### src/rtl/hdlc_stuff_tx.sv
// hdlc_stuff_tx: HDLC-style serial frame transmitter.
// Takes bytes over valid/ready and shifts them out LSB-first, one bit per clk.
// Each frame is wrapped in FLAG bytes. A 0 is inserted after every STUFF_RUN
// consecutive payload 1s so that payload can never look like a flag. If the
// next byte is missing at a byte boundary, ABORT_LEN ones go out instead.
// Every serial-side output is registered: a bit shows on bit_out one cycle
// after the state that produces it.
module hdlc_stuff_tx #(
    parameter int         STUFF_RUN = 5,
    parameter int         ABORT_LEN = 7,
    parameter logic [7:0] FLAG      = 8'h7E
) (
    input  logic       clk,
    input  logic       rst,
    input  logic [7:0] data_in,
    input  logic       data_valid,
    input  logic       data_last,
    output logic       data_ready,
    output logic       bit_out,
    output logic       busy,
    output logic       stuffed,
    output logic       frame_done,
    output logic       underrun
);

    localparam int OW = $clog2(STUFF_RUN + 1);
    localparam int AW = $clog2(ABORT_LEN + 1);

    typedef enum logic [2:0] {
        IDLE,
        OPEN_FLAG,
        SHIFT,
        STUFF,
        CLOSE_FLAG,
        ABORT
    } state_t;

    state_t        state_q;
    logic [7:0]    shreg_q;       // byte currently being serialized
    logic          last_q;        // shreg_q is the final byte of the frame
    logic [2:0]    idx_q;         // bit index within payload byte or flag
    logic [OW-1:0] ones_q;        // run of consecutive payload 1s
    logic [AW-1:0] abort_cnt_q;   // abort bits already issued
    logic          close_pend_q;  // the pending STUFF bit is followed by CLOSE_FLAG

    logic          bit_out_q;
    logic          busy_q;
    logic          stuffed_q;
    logic          frame_done_q;
    logic          underrun_q;

    logic          cur_bit;
    logic [OW-1:0] ones_d;
    logic          stuff_hit;
    logic          byte_end;
    logic          accept;

    // Payload bit for this cycle and the run length it produces.
    always_comb begin
        cur_bit   = shreg_q[idx_q];
        ones_d    = cur_bit ? (ones_q + OW'(1)) : '0;
        stuff_hit = (ones_d == OW'(STUFF_RUN));
        byte_end  = (idx_q == 3'd7);
    end

    // Ready in IDLE, and in the bit-7 SHIFT cycle of a byte that is not last.
    always_comb begin
        data_ready = 1'b0;
        if (!rst) begin
            if (state_q == IDLE)
                data_ready = 1'b1;
            else if (state_q == SHIFT && byte_end && !last_q)
                data_ready = 1'b1;
        end
        accept = data_valid && data_ready;
    end

    // Frame sequencer. Each non-IDLE state registers exactly one line bit.
    always_ff @(posedge clk or posedge rst) begin
        if (rst) begin
            state_q      <= IDLE;
            shreg_q      <= '0;
            last_q       <= 1'b0;
            idx_q        <= '0;
            ones_q       <= '0;
            abort_cnt_q  <= '0;
            close_pend_q <= 1'b0;
            bit_out_q    <= 1'b1;
            busy_q       <= 1'b0;
            stuffed_q    <= 1'b0;
            frame_done_q <= 1'b0;
            underrun_q   <= 1'b0;
        end else begin
            // Line idles high; pulses default low.
            bit_out_q    <= 1'b1;
            busy_q       <= (state_q != IDLE);
            stuffed_q    <= 1'b0;
            frame_done_q <= 1'b0;
            underrun_q   <= 1'b0;

            case (state_q)
                IDLE: begin
                    if (accept) begin
                        shreg_q <= data_in;
                        last_q  <= data_last;
                        idx_q   <= '0;
                        state_q <= OPEN_FLAG;
                    end
                end

                OPEN_FLAG: begin
                    bit_out_q <= FLAG[idx_q];
                    if (idx_q == 3'd7) begin
                        idx_q   <= '0;
                        ones_q  <= '0;
                        state_q <= SHIFT;
                    end else begin
                        idx_q <= idx_q + 3'd1;
                    end
                end

                SHIFT: begin
                    bit_out_q    <= cur_bit;
                    ones_q       <= ones_d;
                    close_pend_q <= 1'b0;
                    if (!byte_end) begin
                        idx_q   <= idx_q + 3'd1;
                        state_q <= stuff_hit ? STUFF : SHIFT;
                    end else if (last_q) begin
                        // Closing flag follows, after the stuff bit if one is owed.
                        idx_q        <= '0;
                        close_pend_q <= 1'b1;
                        state_q      <= stuff_hit ? STUFF : CLOSE_FLAG;
                    end else if (accept) begin
                        // Next byte loads now so it follows with no gap.
                        shreg_q <= data_in;
                        last_q  <= data_last;
                        idx_q   <= '0;
                        state_q <= stuff_hit ? STUFF : SHIFT;
                    end else begin
                        // Source ran dry: the abort replaces any owed stuff bit.
                        idx_q       <= '0;
                        abort_cnt_q <= '0;
                        state_q     <= ABORT;
                    end
                end

                STUFF: begin
                    bit_out_q <= 1'b0;
                    stuffed_q <= 1'b1;
                    ones_q    <= '0;
                    state_q   <= close_pend_q ? CLOSE_FLAG : SHIFT;
                end

                CLOSE_FLAG: begin
                    bit_out_q <= FLAG[idx_q];
                    if (idx_q == 3'd7) begin
                        frame_done_q <= 1'b1;
                        idx_q        <= '0;
                        state_q      <= IDLE;
                    end else begin
                        idx_q <= idx_q + 3'd1;
                    end
                end

                ABORT: begin
                    bit_out_q  <= 1'b1;
                    underrun_q <= (abort_cnt_q == '0);
                    if (abort_cnt_q == AW'(ABORT_LEN - 1)) begin
                        abort_cnt_q <= '0;
                        state_q     <= IDLE;
                    end else begin
                        abort_cnt_q <= abort_cnt_q + AW'(1);
                    end
                end

                default: state_q <= IDLE;
            endcase
        end
    end

    assign bit_out    = bit_out_q;
    assign busy       = busy_q;
    assign stuffed    = stuffed_q;
    assign frame_done = frame_done_q;
    assign underrun   = underrun_q;

endmodule

### config.mk
export PLATFORM = sky130hd
export DESIGN_NAME = hdlc_stuff_tx
export DESIGN_NICKNAME = d
export VERILOG_FILES = /design/src/rtl/hdlc_stuff_tx.sv
export SDC_FILE = /design/constraint.sdc
export NUM_CORES = 1
export LEC_CHECK = 0
export CORE_UTILIZATION = 57
export CTS_BUF_LIST = sky130_fd_sc_hd__clkbuf_4 sky130_fd_sc_hd__clkbuf_8
export DETAILED_ROUTE_END_ITERATION = 8
export HOLD_SLACK_MARGIN = 0.12
export PLACE_DENSITY = 0.89
export SETUP_SLACK_MARGIN = 0.05
export SYNTH_ARGS = -nofsm -noshare
export SYNTH_HDL_FRONTEND = slang
export SYNTH_SLANG_ARGS = --single-unit
### constraint.sdc
create_clock -name clk -period 2.7 [get_ports clk]
set_input_delay 0.81 -clock clk [delete_from_list [all_inputs] [get_ports clk]]
set_output_delay 0.81 -clock clk [all_outputs]
set_load 0.05 [all_outputs]
# Word level (Yosys, flattened, before mapping)
# Memory sizes are Yosys's and may differ from the RTL's.
# Cells that the tools add are included.
[totals]
reg_bits = 27
input_bits = 12
mem_bits_ro = 8
out_inout_bits = 6
mem_count = 1
[mem_list]
columns = ["memory", "depth", "width", "read_ports", "rd_ports_with_merged_regs", "write_ports", "line", "source"]
rows = [
  ["(name not given)", 8, 1, 1, 0, 0, "156", "bit_out_q <= FLAG[idx_q];"],
]
[op_classes]
n_reduce_logical = 19
order_cmp = 1
n_addsub = 3
muxes = 43
n_eq_ne = 15
[ops]
columns = ["op", "count"]
rows = [
  ["$mux 3", 16],
  ["$mux 8", 3],
  ["$pmux 3 s6", 1],
  ["$mux 1", 16],
  ["$pmux 8 s2", 1],
  ["$eq 3x3->1 const B", 5],
  ["$ne 2x2->1 const B", 7],
  ["$pmux 3 s2", 2],
  ["$add 3x1->3 const B", 3],
  ["$pmux 3 s3", 1],
  ["$reduce_and 4->1", 2],
  ["$eq 3x2->1 const B", 2],
  ["$logic_not 3->1", 2],
  ["$reduce_and 3->1", 2],
  ["$reduce_bool 2->1", 3],
  ["$reduce_bool 3->1", 2],
  ["$lt 3x4->1 const B", 1],
  ["$reduce_and 2->1", 2],
  ["$bmux 1 s3", 1],
  ["$eq 3x1->1 const B", 1],
  ["$logic_and 1x1->1", 3],
  ["$pmux 1 s3", 1],
  ["$reduce_or 3->1", 1],
  ["$pmux 1 s2", 1],
  ["2 further kinds", 2],
]

# Logic depth before layout (Yosys ltp)
[depth]
ltp_word = 11
ltp_mapped = 8

# Least setup slack after synthesis
# Ideal clock, no wire load.
[synth_path]
path_type = "register -> output"
start = "register idx_q[1]"
end = "output data_ready"
path_slack_ps = -352
path_buffers = 1
stages_incl_launch_ff = 6
t_required_ps = 1890
t_arrival_ps = 2242
path_cell_list = "dfrtp_1 > ha_1 > ha_1 > clkbuf_1 > nand2b_1 > a21boi_0"
[synth_via]
elab_chain_len = 6
[synth_rtl]
columns = ["item", "line", "source"]
rows = [
  ["from (decl)", "41", "logic [2:0] idx_q;"],
  ["from (signal assigned)", "118", "idx_q <= idx_q + 3'd1;"],
  ["from (signal assigned)", "127", "idx_q <= idx_q + 3'd1;"],
  ["from (signal assigned)", "162", "idx_q <= idx_q + 3'd1;"],
  ["$eq 3x3->1", "63", "byte_end = (idx_q == 3'd7);"],
  ["$logic_and 1x1->1 (2 in a row)", "72", "else if (state_q == SHIFT && byte_end && !last_q)"],
  ["$mux 1", "72", ""],
  ["$mux 1", "70", "if (state_q == IDLE)"],
  ["$mux 1", "69", "if (!rst) begin"],
  ["to (decl)", "18", "output logic data_ready,"],
]
# Every way passes these cells.

# Worst setup path in the final report
[layout_path]
start = "register idx_q[0]"
end = "output data_ready"
# The elaborated chain is that of the path after synthesis.

==> parameters.txt <==
Parameter                              Value

Pwr
  Pwr dens    991.9 mW/mm^2
  Max VDD drop    582.3 uV
  Static leakage power    0.7403 nW

Logic synthesis
  Number of library cell types mapped by synthesis    41
  Synthesized instance count    144
  Synthesized net count    161
  Sequential cell area fraction in the yosys report    46.92%
  Synth async-reset ratio    100.0%
  Number of flops mapped to enable cells by yosys    0
  Number of flip-flops and latches in the synthesized netlist    27
  Number of warning messages in the yosys log    0
  Ys flop type    sky130_fd_sc_hd__dfrtp_1
  Mean cell area of the mapped netlist    10.02 sq um
  Post-synthesis instance area    0.001443 sq mm

Timing
  Post-route fraction of the period consumed by the critical path    91.76%
  Final critical-path required period    2.478 ns
  Final max-slew violation count    0
  Clock skew    0.001986 ns
  Highest Clock Rate    403.6 MHz
  Sum of negative setup slack    0 ns
  Setup repair after global routing missed its margin    false
  Number of failing hold endpoints at the final stage    0
  Worst path setup slack after routing    0.2224 ns
  Slew at the pin closest to its max-slew limit    0.7278 ns
  Hold WS    0.5200 ns
  Worst slew margin relative to its limit    51.37%
  Final number of setup-violating endpoints    0

CTS
  Skew-Pair Late Insertion Delay    0.33 ns
  Buffer type at the clock tree root    sky130_fd_sc_hd__clkbuf_4
  Post CTS Setup Buffer Count    0
  CTS Buf Count    3
  H-tree levels    1
  Buffer levels on the longest clock path    2
  CTS tree    built
  CTS clk-pin slew, worst paths    0.14 ns
  TritonCTS Sinks    27

Worst setup path
  Critical path fanouts, max    11
  Worst r2r src    idx_q[0]
  Arrival time worst endpoint    1.67 ns
  Critical-path cell list    ha_1 -> ha_1 -> nand2b_1 -> a21boi_2 -> buf_12
  Top cell by count, worst path    sky130_fd_sc_hd__ha_1
  Required time of the critical path    1.89 ns
  Sum of buffers and inverters on the critical path    1
  Start-to-end type of the worst setup path    register to output pin
  Cell at the slowest stage of the critical path    sky130_fd_sc_hd__dfrtp_2
  CP peak stage delay    0.52 ns
  Family with the most delay on the worst path    flip-flops
  Critical path startpoint    idx_q[0]
  Startpoint type of the worst setup path    register
  Element type at the critical path end    output pin

Floorplanning
  Starting utilization of the core area    62.80%
  Number of top-level design ports    18
  Die span in y    52.31 microns
  Die X-Extent    52.31 microns
  Core region area    0.002297 sq mm
  Overall die area    0.002736 sq mm
  Floorplan row count    17

Worst hold path
  Type of the most critical hold path    register to register
  Startpoint of the worst hold path    ones_q[2]

Final layout
  Area Overhead vs Synth    18.65%
  Final non-filler cell total    192
  Nets@finish    182
  Antenna cells    0
  Proportion of layout cells with a drive suffix above 1    16.46%

Placed design
  Port bufs    17
  Cell total after placement    188
  RePlAce Congestion    0.8677
  Worst-case setup slack after placement    0.06707 ns
  Post-DP HPWL    2104 microns

Global route
  Number of antenna violations at the first check in global routing    0
  Vias in the first global route    1112
  First-pass GRT wire length    4947 microns
  Total congestion overflow after global routing    0
  Largest net degree at the start of global routing    19
  Global-route usage over all layers    24.92%

Status
  Outcome    completed

Detailed routing
  Number of vias per cell    6.240
  Routed wire per std cell    15.14 microns
  Starting DRT DRC Count    41
  Number of routed nets with antenna violations    0
  First-pass iteration count of the detailed router    4
  Remaining DRCs    0
  Detailed-route via count    1198
  Total wire length    2906 microns

Job
  Max-cap check violation count    0
[kinds of logic after synthesis]
family | Yosys count | synth area share, %
simple gates | 51 | 18.82
compound gates | 39 | 18.13
flops | 27 | 46.92
buf+inv | 11 | 3.382
mux | 11 | 8.413
fa+ha+maj | 5 | 4.337
[report_power, final]
| group | total (W) | switching [W] | internal [W] |
|---|---|---|---|
| clock network | 0.000185 | 0.000117 | 0.0000681 |
| registers | 0.000732 | 0.000177 | 0.000555 |
| logic | 0.000780 | 0.000400 | 0.000380 |
[state kept, by name, summed over array words and instances (netlist names), 3 cells and up]
name         cells
shreg_q          8
abort_cnt_q      3
state_q          3
ones_q           3
idx_q            3
[path summary, 6_finish.rpt]
| kind | to | slack, ns | cells after the start |
|---|---|---|---|
| min in group asynchronous | state_q[1] | 0.55 | 2 |
| hold / removal | ones_q[2] | 0.52 | 2 |
| setup reg to reg | state_q[1] | 0.42 | 5 |
| setup / recovery | data_ready | 0.22 | 5 |
| max in group asynchronous | idx_q[0] | 1.57 | 3 |
| hold reg to reg | ones_q[2] | 0.52 | 2 |
[worst register-to-register path, stage by stage, from the launching register on]
cell,delay [ns]
sky130_fd_sc_hd__dfrtp_2,0.52
sky130_fd_sc_hd__mux2i_1,0.16
sky130_fd_sc_hd__and3_4,0.19
sky130_fd_sc_hd__or4_4,0.54
sky130_fd_sc_hd__or4_1,0.51
sky130_fd_sc_hd__a311oi_1,0.28
[cell type report]
cell class	instances	area, sq um
repair buffers	23	227.7
multi-input cells	106	725.7
flip-flops and latches	27	678.2
inverters	4	15.01
fillers	169	585.6
clock buffers	4	30.03
well taps	28	35.03
[routing by layer]
layer	share of wire (%)	global-route usage (%)
met1	43	30.93
met2	49	41.77
met3	4.9	3.768
met4	2.7	12.28
met5	0	0
[layout by cell type (no fill, tap or decap), types with 2 or more instances in the layout]
| cell | instances |
|---|---|
| sky130_fd_sc_hd__dfrtp_1 | 25 |
| sky130_fd_sc_hd__nand2_1 | 19 |
| sky130_fd_sc_hd__clkdlybuf4s50_1 | 15 |
| sky130_fd_sc_hd__o21ai_0 | 11 |
| sky130_fd_sc_hd__mux2_2 | 8 |
| sky130_fd_sc_hd__nor2b_1 | 6 |
| sky130_fd_sc_hd__a21oi_1 | 6 |
| sky130_fd_sc_hd__nor2_1 | 6 |
| sky130_fd_sc_hd__buf_4 | 6 |
| sky130_fd_sc_hd__ha_1 | 5 |
| sky130_fd_sc_hd__inv_1 | 4 |
| sky130_fd_sc_hd__o211ai_1 | 4 |
| sky130_fd_sc_hd__clkbuf_4 | 4 |
| sky130_fd_sc_hd__nor3_1 | 3 |
| sky130_fd_sc_hd__a22o_1 | 3 |
| sky130_fd_sc_hd__nor3b_1 | 2 |
| sky130_fd_sc_hd__nand2b_1 | 2 |
| sky130_fd_sc_hd__a32o_1 | 2 |
| sky130_fd_sc_hd__o31ai_1 | 2 |
| sky130_fd_sc_hd__mux2i_1 | 2 |
| sky130_fd_sc_hd__a2111oi_0 | 2 |
| sky130_fd_sc_hd__nor4_1 | 2 |
| sky130_fd_sc_hd__o21ai_1 | 2 |
[through the flow]
step | total power, W | util (%) | cell area, sq um
2_1_floorplan | 0.001294 | - | 1446
5_1_grt | 0.001819 | 74.51 | 1712
4_1_cts | 0.001695 | 74.13 | 1703
3_5_place_dp | 0.001509 | 72.82 | 1673
6_report | 0.001698 | 74.51 | 1712
3_3_place_gp | 0.001475 | 72.82 | 1673
[what timing repair did]
action	in CTS	in global routing
resized for setup	0	3
hold buffers	0	0
hold endpoints to repair	0	0
endpoints found under the setup margin	0	1
[synthesized netlist by cell type (all sizes together), types with 2 or more instances]
| cell type | instances | share of area, % |
|---|---|---|
| a2111oi | 2 | 1.2 |
| a21oi | 6 | 2.1 |
| a22o | 3 | 1.8 |
| a32o | 2 | 1.4 |
| and3 | 2 | 1.2 |
| clkbuf | 6 | 1.6 |
| dfrtp | 26 | 45 |
| ha | 5 | 4.3 |
| inv | 4 | 1.0 |
| mux2 | 9 | 7.0 |
| mux2i | 2 | 1.4 |
| nand2 | 19 | 4.9 |
| nand2b | 2 | 0.87 |
| nor2 | 6 | 1.6 |
| nor2b | 6 | 2.6 |
| nor3 | 4 | 1.4 |
| nor3b | 2 | 1.0 |
| nor4 | 2 | 0.87 |
| o211ai | 4 | 2.1 |
| o21ai | 13 | 4.5 |
| o31ai | 2 | 1.0 |
| or4 | 2 | 1.3 |
(Power assumes the default switching activity.)
